[src/rtl/fetch_unit_if.sv]
// fetch_unit_if: bundles the fetch stage's external buses.
//   Instruction memory : imem_addr (out of fetch), imem_rdata (into fetch)
//   Redirect from EX   : redirect_valid, redirect_pc (into fetch)
//   Decode handshake   : id_valid, id_instr, id_pc (out of fetch), id_ready (into fetch)
//   Status             : misalign (out of fetch)
// The master modport is the fetch unit's view; slave is the surrounding
// pipeline/memory view.
interface fetch_unit_if;
  logic [31:0] imem_addr;
  logic [31:0] imem_rdata;
  logic        redirect_valid;
  logic [31:0] redirect_pc;
  logic        id_valid;
  logic        id_ready;
  logic [31:0] id_instr;
  logic [31:0] id_pc;
  logic        misalign;

  modport master (
    output imem_addr,
    input  imem_rdata,
    input  redirect_valid,
    input  redirect_pc,
    output id_valid,
    input  id_ready,
    output id_instr,
    output id_pc,
    output misalign
  );

  modport slave (
    input  imem_addr,
    output imem_rdata,
    output redirect_valid,
    output redirect_pc,
    input  id_valid,
    output id_ready,
    input  id_instr,
    input  id_pc,
    input  misalign
  );
endinterface

[src/rtl/fetch_unit.sv]
// fetch_unit: instruction-fetch stage.
// Owns the PC, presents it as the word-aligned fetch address to a
// combinational instruction memory, captures {pc, instruction} into a small
// prefetch FIFO and hands the head entry to decode over valid/ready.
// A redirect from execute flushes the FIFO and reloads the PC.
// Ports:
//   clk  - system clock, rising edge
//   rst  - asynchronous active-high reset
//   bus  - fetch_unit_if.master (imem, redirect, decode handshake, misalign)
module fetch_unit #(
  parameter logic [31:0] RESET_PC  = 32'h0000_0000,
  parameter int          BUF_DEPTH = 2
) (
  input  logic         clk,
  input  logic         rst,
  fetch_unit_if.master bus
);

  localparam int PTR_W = (BUF_DEPTH > 1) ? $clog2(BUF_DEPTH) : 1;
  localparam int CNT_W = $clog2(BUF_DEPTH + 1);
  localparam logic [CNT_W-1:0] FULL_COUNT = CNT_W'(BUF_DEPTH);

  // Control state
  logic [31:0]      pc_reg,       pc_next;
  logic [CNT_W-1:0] count_reg,    count_next;
  logic [PTR_W-1:0] rd_ptr_reg,   rd_ptr_next;
  logic [PTR_W-1:0] wr_ptr_reg,   wr_ptr_next;
  logic             misalign_reg, misalign_next;

  // Prefetch storage; read asynchronously at the head so decode sees the
  // entry in the same cycle it becomes valid.
  logic [31:0] buf_pc_reg    [BUF_DEPTH];
  logic [31:0] buf_instr_reg [BUF_DEPTH];

  logic push;
  logic pop;
  logic id_valid_int;

  // A redirect hides the head immediately so no transfer completes in the
  // same cycle the FIFO is being flushed.
  assign id_valid_int = (count_reg != '0) && !bus.redirect_valid;
  assign pop          = id_valid_int && bus.id_ready;
  // Full-and-popping still pushes, keeping one-per-cycle throughput.
  assign push         = !bus.redirect_valid && ((count_reg < FULL_COUNT) || pop);

  assign bus.imem_addr = pc_reg;
  assign bus.id_valid  = id_valid_int;
  assign bus.id_instr  = buf_instr_reg[rd_ptr_reg];
  assign bus.id_pc     = buf_pc_reg[rd_ptr_reg];
  assign bus.misalign  = misalign_reg;

  always_comb begin
    pc_next       = pc_reg;
    count_next    = count_reg;
    rd_ptr_next   = rd_ptr_reg;
    wr_ptr_next   = wr_ptr_reg;
    misalign_next = misalign_reg;

    if (bus.redirect_valid) begin
      pc_next     = {bus.redirect_pc[31:2], 2'b00};
      count_next  = '0;
      rd_ptr_next = '0;
      wr_ptr_next = '0;
      if (bus.redirect_pc[1:0] != 2'b00) begin
        misalign_next = 1'b1;
      end
    end else begin
      if (push) begin
        // 32-bit wrap from FFFF_FFFC to 0 is intentional and unflagged.
        pc_next     = pc_reg + 32'd4;
        wr_ptr_next = wr_ptr_reg + PTR_W'(1);
      end
      if (pop) begin
        rd_ptr_next = rd_ptr_reg + PTR_W'(1);
      end
      case ({push, pop})
        2'b10:   count_next = count_reg + CNT_W'(1);
        2'b01:   count_next = count_reg - CNT_W'(1);
        default: count_next = count_reg;
      endcase
    end
  end

  always_ff @(posedge clk or posedge rst) begin
    if (rst) begin
      pc_reg       <= RESET_PC;
      count_reg    <= '0;
      rd_ptr_reg   <= '0;
      wr_ptr_reg   <= '0;
      misalign_reg <= 1'b0;
    end else begin
      pc_reg       <= pc_next;
      count_reg    <= count_next;
      rd_ptr_reg   <= rd_ptr_next;
      wr_ptr_reg   <= wr_ptr_next;
      misalign_reg <= misalign_next;
    end
  end

  // Payload needs no reset: it is only observable while id_valid=1, and
  // count is cleared by reset.
  generate
    for (genvar gi = 0; gi < BUF_DEPTH; gi++) begin : g_entry
      always_ff @(posedge clk) begin
        if (push && (wr_ptr_reg == PTR_W'(gi))) begin
          buf_pc_reg[gi]    <= pc_reg;
          buf_instr_reg[gi] <= bus.imem_rdata;
        end
      end
    end
  endgenerate

endmodule

[src/flat_wrapper.sv]
// flat-port wrapper written by rule: the top's interface ports become plain ports
module fetch_unit_flat 
#(
  parameter logic [31:0] RESET_PC  = 32'h0000_0000,
  parameter int          BUF_DEPTH = 2
)
  (clk, rst, bus_imem_addr, bus_imem_rdata, bus_redirect_valid, bus_redirect_pc, bus_id_valid, bus_id_ready, bus_id_instr, bus_id_pc, bus_misalign);
  fetch_unit_if bus_i ();
  input  logic clk;
  input  logic rst;
  output wire logic [$bits(bus_i.imem_addr)-1:0] bus_imem_addr;
  input wire logic [$bits(bus_i.imem_rdata)-1:0] bus_imem_rdata;
  input wire logic [$bits(bus_i.redirect_valid)-1:0] bus_redirect_valid;
  input wire logic [$bits(bus_i.redirect_pc)-1:0] bus_redirect_pc;
  output wire logic [$bits(bus_i.id_valid)-1:0] bus_id_valid;
  input wire logic [$bits(bus_i.id_ready)-1:0] bus_id_ready;
  output wire logic [$bits(bus_i.id_instr)-1:0] bus_id_instr;
  output wire logic [$bits(bus_i.id_pc)-1:0] bus_id_pc;
  output wire logic [$bits(bus_i.misalign)-1:0] bus_misalign;
  assign bus_imem_addr = bus_i.imem_addr;
  assign bus_i.imem_rdata = bus_imem_rdata;
  assign bus_i.redirect_valid = bus_redirect_valid;
  assign bus_i.redirect_pc = bus_redirect_pc;
  assign bus_id_valid = bus_i.id_valid;
  assign bus_i.id_ready = bus_id_ready;
  assign bus_id_instr = bus_i.id_instr;
  assign bus_id_pc = bus_i.id_pc;
  assign bus_misalign = bus_i.misalign;
  fetch_unit #(.RESET_PC(RESET_PC), .BUF_DEPTH(BUF_DEPTH)) u_core (.clk(clk), .rst(rst), .bus(bus_i));
endmodule
[config.mk]
export PLATFORM = sky130hd
export DESIGN_NAME = fetch_unit_flat
export DESIGN_NICKNAME = d
export VERILOG_FILES = /design/src/rtl/fetch_unit_if.sv /design/src/rtl/fetch_unit.sv /design/src/flat_wrapper.sv
export SDC_FILE = /design/constraint.sdc
export NUM_CORES = 1
export LEC_CHECK = 0
export CAP_MARGIN = 10
export CORE_MARGIN = 2
export CORE_UTILIZATION = 40
export CTS_CLUSTER_SIZE = 10
export DETAILED_ROUTE_END_ITERATION = 7
export PLACE_DENSITY = 0.78
export RECOVER_POWER = 100
export SETUP_SLACK_MARGIN = 0.5
export SYNTH_ARGS = -nofsm -noshare
export SYNTH_HDL_FRONTEND = slang
export SYNTH_SLANG_ARGS = --single-unit
[constraint.sdc]
create_clock -name clk -period 7.05 [get_ports clk]
set_clock_uncertainty 0.05 [all_clocks]
set_input_delay 2.115 -clock clk [delete_from_list [all_inputs] [get_ports clk]]
set_output_delay 2.115 -clock clk [all_outputs]
set_load 0.02 [all_outputs]
## Word level (Yosys, flattened, before mapping)

Memory sizes are Yosys's and may differ from the RTL's.
Cells that the tools add are included.

- Muxes and demuxes: 18
- Multipliers: 0
- Bitwise operators: 1
- Reductions and logical operators: 15
- Add/subtract/negate cells: 5
- Divide/modulo/power cells: 0
- Magnitude comparators: 1
- Equality and inequality tests: 2
- Shift-type cells: 0

Operators by type and width:

| kind | number |
|---|---|
| $mux W32 | 4 |
| $reduce_or A32 Y1 | 2 |
| $add A32 B3 Y32 const B | 1 |
| $mux W1 | 12 |
| $reduce_bool A2 Y1 | 4 |
| $logic_and A1 B1 Y1 | 5 |
| $pmux W2 S2 | 1 |
| $reduce_bool A3 Y1 | 1 |
| $add A1 B1 Y1 const B | 2 |
| $add A2 B1 Y2 const B | 1 |
| $eq A2 B1 Y1 const B | 1 |
| $eq A2 B2 Y1 const B | 1 |
| $lt A2 B2 Y1 const B | 1 |
| $mux W2 | 1 |
| $reduce_and A2 Y1 | 1 |
| $sub A2 B1 Y2 const B | 1 |
| $logic_not A1 Y1 | 1 |
| $logic_or A1 B1 Y1 | 1 |
| $not A1 Y1 | 1 |

- Input bits: 68
- ROM bits: 0
- Output and inout port bits: 98
- RAM bits: 128
- Memories kept: 2
- Bits in latches: 0
- Register bits: 37
- Logic and storage cells: 49

Memory list:

| name | words | width | rd ports | clocked after Yosys merged registers in | wr ports | line | source |
|---|---|---|---|---|---|---|---|
| u_core.buf_instr_reg | 2 | 32 | 1 | 0 | 1 | fetch_unit.sv:33 | `logic [31:0] buf_instr_reg [BUF_DEPTH];` |
| u_core.buf_pc_reg | 2 | 32 | 1 | 0 | 1 | fetch_unit.sv:32 | `logic [31:0] buf_pc_reg [BUF_DEPTH];` |

## Logic depth before layout (Yosys ltp)

- Depth after elaboration: 10
- Depth in mapped cells: 9
- Depth with buffers taken out: 7

## Least setup slack after synthesis

Ideal clock, no wire load.

- Path kind: in2reg
- Start point: input bus_id_ready
- End point: memory u_core.buf_instr_reg[0][0] (enable)
- Setup slack: -0.554 ns
- Arrival: 6.980 ns
- Cell stages on the path: 3
- Path through: nand2b_1 -> clkbuf_1 -> a211oi_1

- Cells in the longest elaborated chain, start to end: 8

Ends and longest elaborated chain:

| item | line | source |
|---|---|---|
| start, declared | flat_wrapper.sv:16 | `input wire logic [$bits(bus_i.id_ready)-1:0] bus_id_ready;` |
| $logic_and A1 B1 Y1 (*) | fetch_unit.sv:42 | `assign pop = id_valid_int && bus.id_ready;` |
| $logic_or A1 B1 Y1 (*) | fetch_unit.sv:44 | `assign push = !bus.redirect_valid && ((count_reg < FULL_COUNT) \|\| pop);` |
| $logic_and A1 B1 Y1 (*) | fetch_unit.sv:44 |  |
| $logic_and A1 B1 Y1 | fetch_unit.sv:105 | `if (push && (wr_ptr_reg == PTR_W'(gi))) begin` |
| $mux W1 | fetch_unit.sv:105 |  |
| $mux W1 (not written as such) | fetch_unit.sv:107 | `buf_instr_reg[gi] <= bus.imem_rdata;` |
| $reduce_or A32 Y1 (no source line) | n/a |  |
| $mux W1 (no source line) | n/a |  |
| end, declared | fetch_unit.sv:33 |  |

Mark *: on every way between the ends. The rest lies on a longest branch, timed or not.

## Final worst setup path

- Start point: register u_core.rd_ptr_reg
- End point: output bus_id_instr[13]

- Cells in the longest elaborated chain, start to end: 1

Ends and longest elaborated chain:

| item | line | source |
|---|---|---|
| start, declared | fetch_unit.sv:26 | `logic [PTR_W-1:0] rd_ptr_reg, rd_ptr_next;` |
| start signal, assigned | fetch_unit.sv:94 | `rd_ptr_reg <= rd_ptr_next;` |
| $mem_v2 Z2 W32 | n/a |  |
| end, declared | flat_wrapper.sv:17 | `output wire logic [$bits(bus_i.id_instr)-1:0] bus_id_instr;` |

No other way between the ends.

==> out/qor.csv <==
stage,metric,value,unit
outcome,status,finished with violations,
outcome,failing checks,"max-capacitance violations, max-slew violations",
clock_tree,CTS Buf Count,17,
clock_tree,Sink Count,159,
placement,DP Wirelength,9.22,mm
setup_path,"reg-to-reg slack, setup",3680,ps
power_and_ir_drop,sequential share of power,0.429,
clock_tree,Skew-Pair Late Insertion Delay,420,ps
timing,total negative slack,0,ps
routing,vias after detailed routing,4037,
layout,final design utilization,0.557,
power_and_ir_drop,Power Internal,2.21,mW
routing,DRT Pass-1 Iters,4,
layout,Final Cell Area,8780,um2
timing,RSZ-0062 raised after global routing,no,
layout,synthesis-to-finish area growth,37.4,%
placement,Final GP Congestion,0.798,
clock_tree,cts hold-fix bufs,0,
global_routing,vias in the first global route,4063,
clock_tree,"Reg clk slew, reported paths",60,ps
global_routing,total gr overflow,0,
floorplan,Die ar.,17000,um2
routing,Routed WL,14.0,mm
floorplan,Die Height,130,um
hold_path,hold-critical path depth,1,
timing,Fmax achieved,0.172,GHz
power_and_ir_drop,Clock power frac,0.271,
synth,"Seq/Total Area, Yosys",0.719,
layout,Largest register FFs,64,
floorplan,starting density of the core,0.406,
routing,residual DRC count,0,
synth,"top cells by area, synth","edfxtp_1 (58%), dfrtp_1 (14%), mux2_2 (11%)",
routing,DR vias/cell,4.98,
routing,DR WL/cell,17.2,um
timing,Worst Tran Pin Value,2340,ps
setup_path,Critical Path End Type,primary output,
global_routing,All-Layer GR Usage,0.166,
synth,Avg Inst Size Synth,15.4,um2
synth,synthesized flop and latch total,159,
power_and_ir_drop,maximum VDD drop,0.173,mV
setup_path,r2r endpoint,u_core.buf_instr_reg[0][15],
setup_path,CP max FO,42,
setup_path,r2r startpoint,u_core.count_reg[1],
timing,final setup violation count,0,
setup_path,critical path arrival,3640,ps
routing,Initial DRC Count,254,
clock_tree,CTS max path bufs,2,
hold_path,hold wc startpoint,u_core.bus.misalign,
floorplan,Rows,46,
clock_tree,H-tree depth,4,
synth,Synth warnings,0,
setup_path,CP Launch Type,register,
job,MaxCap Viol Count,5,
placement,I/O Buffers,161,
clock_tree,CTS Root Buffer Type,clkbuf_16,
timing,Final Hold Viols,0,
routing,post-route ant nets,0,
clock_tree,CTS tree,built,
layout,layout cells sized above 1,0.161,
layout,Final nets,652,
global_routing,first-pass GRT wire length,21.2,mm
placement,Setup WS pre-CTS,1970,ps
layout,final cell count without fillers,811,
global_routing,largest net degree at the start of global routing,67,
timing,period utilisation layout,0.824,
synth,post-synth top area cell,edfxtp_1,
synth,"Cell Area, Synth",6390,um2
setup_path,WP data required,4890,ps
power_and_ir_drop,P_sw,0.986,mW
timing,post-layout min period,5810,ps
layout,ANT cells,0,
timing,worst rel slew slack,-0.563,
timing,setup slack after layout,1240,ps
power_and_ir_drop,Sw Share,0.309,
power_and_ir_drop,leakage,3.14,nW
global_routing,number of antenna violations at the first check in global routing,0,
hold_path,Hold WC Path Type,reg2reg,
synth,Post-Synthesis Cells,415,
timing,worst hold slack,417,ps
placement,DP Cell Count,779,
setup_path,crit path kind,reg2out,
synth,post-synth top area share,0.582,
floorplan,Core Footprint,15800,um2
synth,count of cell types in the netlist,31,
floorplan,# IOs,166,
floorplan,Die W,130,um
clock_tree,Post-CTS Setup Bufs,0,
power_and_ir_drop,overall power,3.19,mW
clock_tree,post-CTS sizing,0,
setup_path,R2R cell count,5,
timing,max-slew violations,228,
hold_path,Worst Hold Endpoint,u_core.bus.misalign,
power_and_ir_drop,Comb power frac,0.300,
layout,number of fill cells,1282,
placement,DP Area,8250,um2
power_and_ir_drop,pwr dens,364,nW/um2
cell usage in the layout, fill, tap and decap left out, types with 10 or more instances in the layout:
master	count
dlygate4sd3_1	123
nand2_1	41
mux2_2	60
clkbuf_16	19
clkdlybuf4s50_1	37
dfrtp_1	35
o21ai_0	31
xor2_1	26
nand3_1	14
edfxtp_1	124
nand4_1	15
nor2_1	10
cells in the mapped netlist:
| cell type | instances |
|---|---|
| mux2i_1 | 1 |
| and3_1 | 6 |
| xnor2_1 | 4 |
| ha_1 | 2 |
| nor3_2 | 1 |
| clkbuf_1 | 12 |
| a21oi_2 | 1 |
| nor3_1 | 1 |
| dfrtp_1 | 35 |
| and2_1 | 3 |
| buf_1 | 4 |
| a31oi_1 | 1 |
| xor2_1 | 26 |
| nand3_1 | 14 |
| nand4_1 | 15 |
| a211oi_4 | 1 |
| edfxtp_1 | 124 |
| o21ai_0 | 10 |
| or3b_4 | 1 |
| mux2_2 | 62 |
| nor2_1 | 10 |
| nand2b_1 | 2 |
| nor4_2 | 1 |
| inv_1 | 5 |
| conb_1 | 1 |
| a21oi_1 | 3 |
| o21ai_1 | 22 |
| a211oi_1 | 1 |
| nand2_1 | 41 |
| buf_4 | 4 |
| or3_1 | 1 |
cell type report:
class	count	area, um2	area share
repair buffers	165	1640	0.187
multi-input cells	234	1690	0.192
flip-flops and latches	159	4600	0.524
well taps	216	270	0.0308
clock buffers	25	518	0.0590
inverters	5	18.8	0.00214
clock inverters	7	47.5	0.00541
power by group through the flow:
stage               logic (mW)  clock network (mW)  registers [mW]
global placement          1.02                   0            1.38
finish                   0.957               0.866            1.37
detailed placement        1.04                   0            1.39
global route              1.02               0.924            1.39
CTS                       1.04               0.883            1.37
floorplan                0.588                   0            1.35
worst max-delay path: stages (launching register included):
cell	delay, ps
dfrtp_1	1680
buf_4	500
mux2_2	380
dlygate4sd3_1	650
kinds of logic (layout without fill, tap and decap cells):
group / after synthesis / in the layout / share of synthesized area
flops: 159 / 159 / 0.719
simple gates: 96 / 96 / 0.0734
mux: 63 / 63 / 0.111
compound gates: 39 / 39 / 0.0340
xor+xnor: 30 / 30 / 0.0411
buf+inv: 25 / 202 / 0.0170
fa+ha+maj: 2 / 2 / 0.00391
other cells: 1 / 4 / 0.000586
worst max-delay path by stage:
| stage | startpoint | endpoint | slack, ps | depth (start not counted) |
|---|---|---|---|---|
| after floorplan | bus_id_ready | u_core.buf_instr_reg[0][0] | 1600 | 3 |
| after global placement | bus_redirect_valid | bus_id_valid | 1960 | 3 |
| after detailed placement | bus_redirect_valid | bus_id_valid | 1970 | 3 |
| after CTS | bus_redirect_valid | bus_id_valid | 1970 | 3 |
| after global routing | u_core.rd_ptr_reg | bus_id_instr[27] | 1060 | 3 |
| final | u_core.rd_ptr_reg | bus_id_instr[13] | 1240 | 3 |
layer usage:
metal / track usage / routed length (um)
met5: 0 / 0
met4: 0.0720 / 273
met3: 0.0428 / 783
met2: 0.274 / 6900
met1: 0.210 / 6020
No activity file was read; power rests on OpenSTA's default activity.
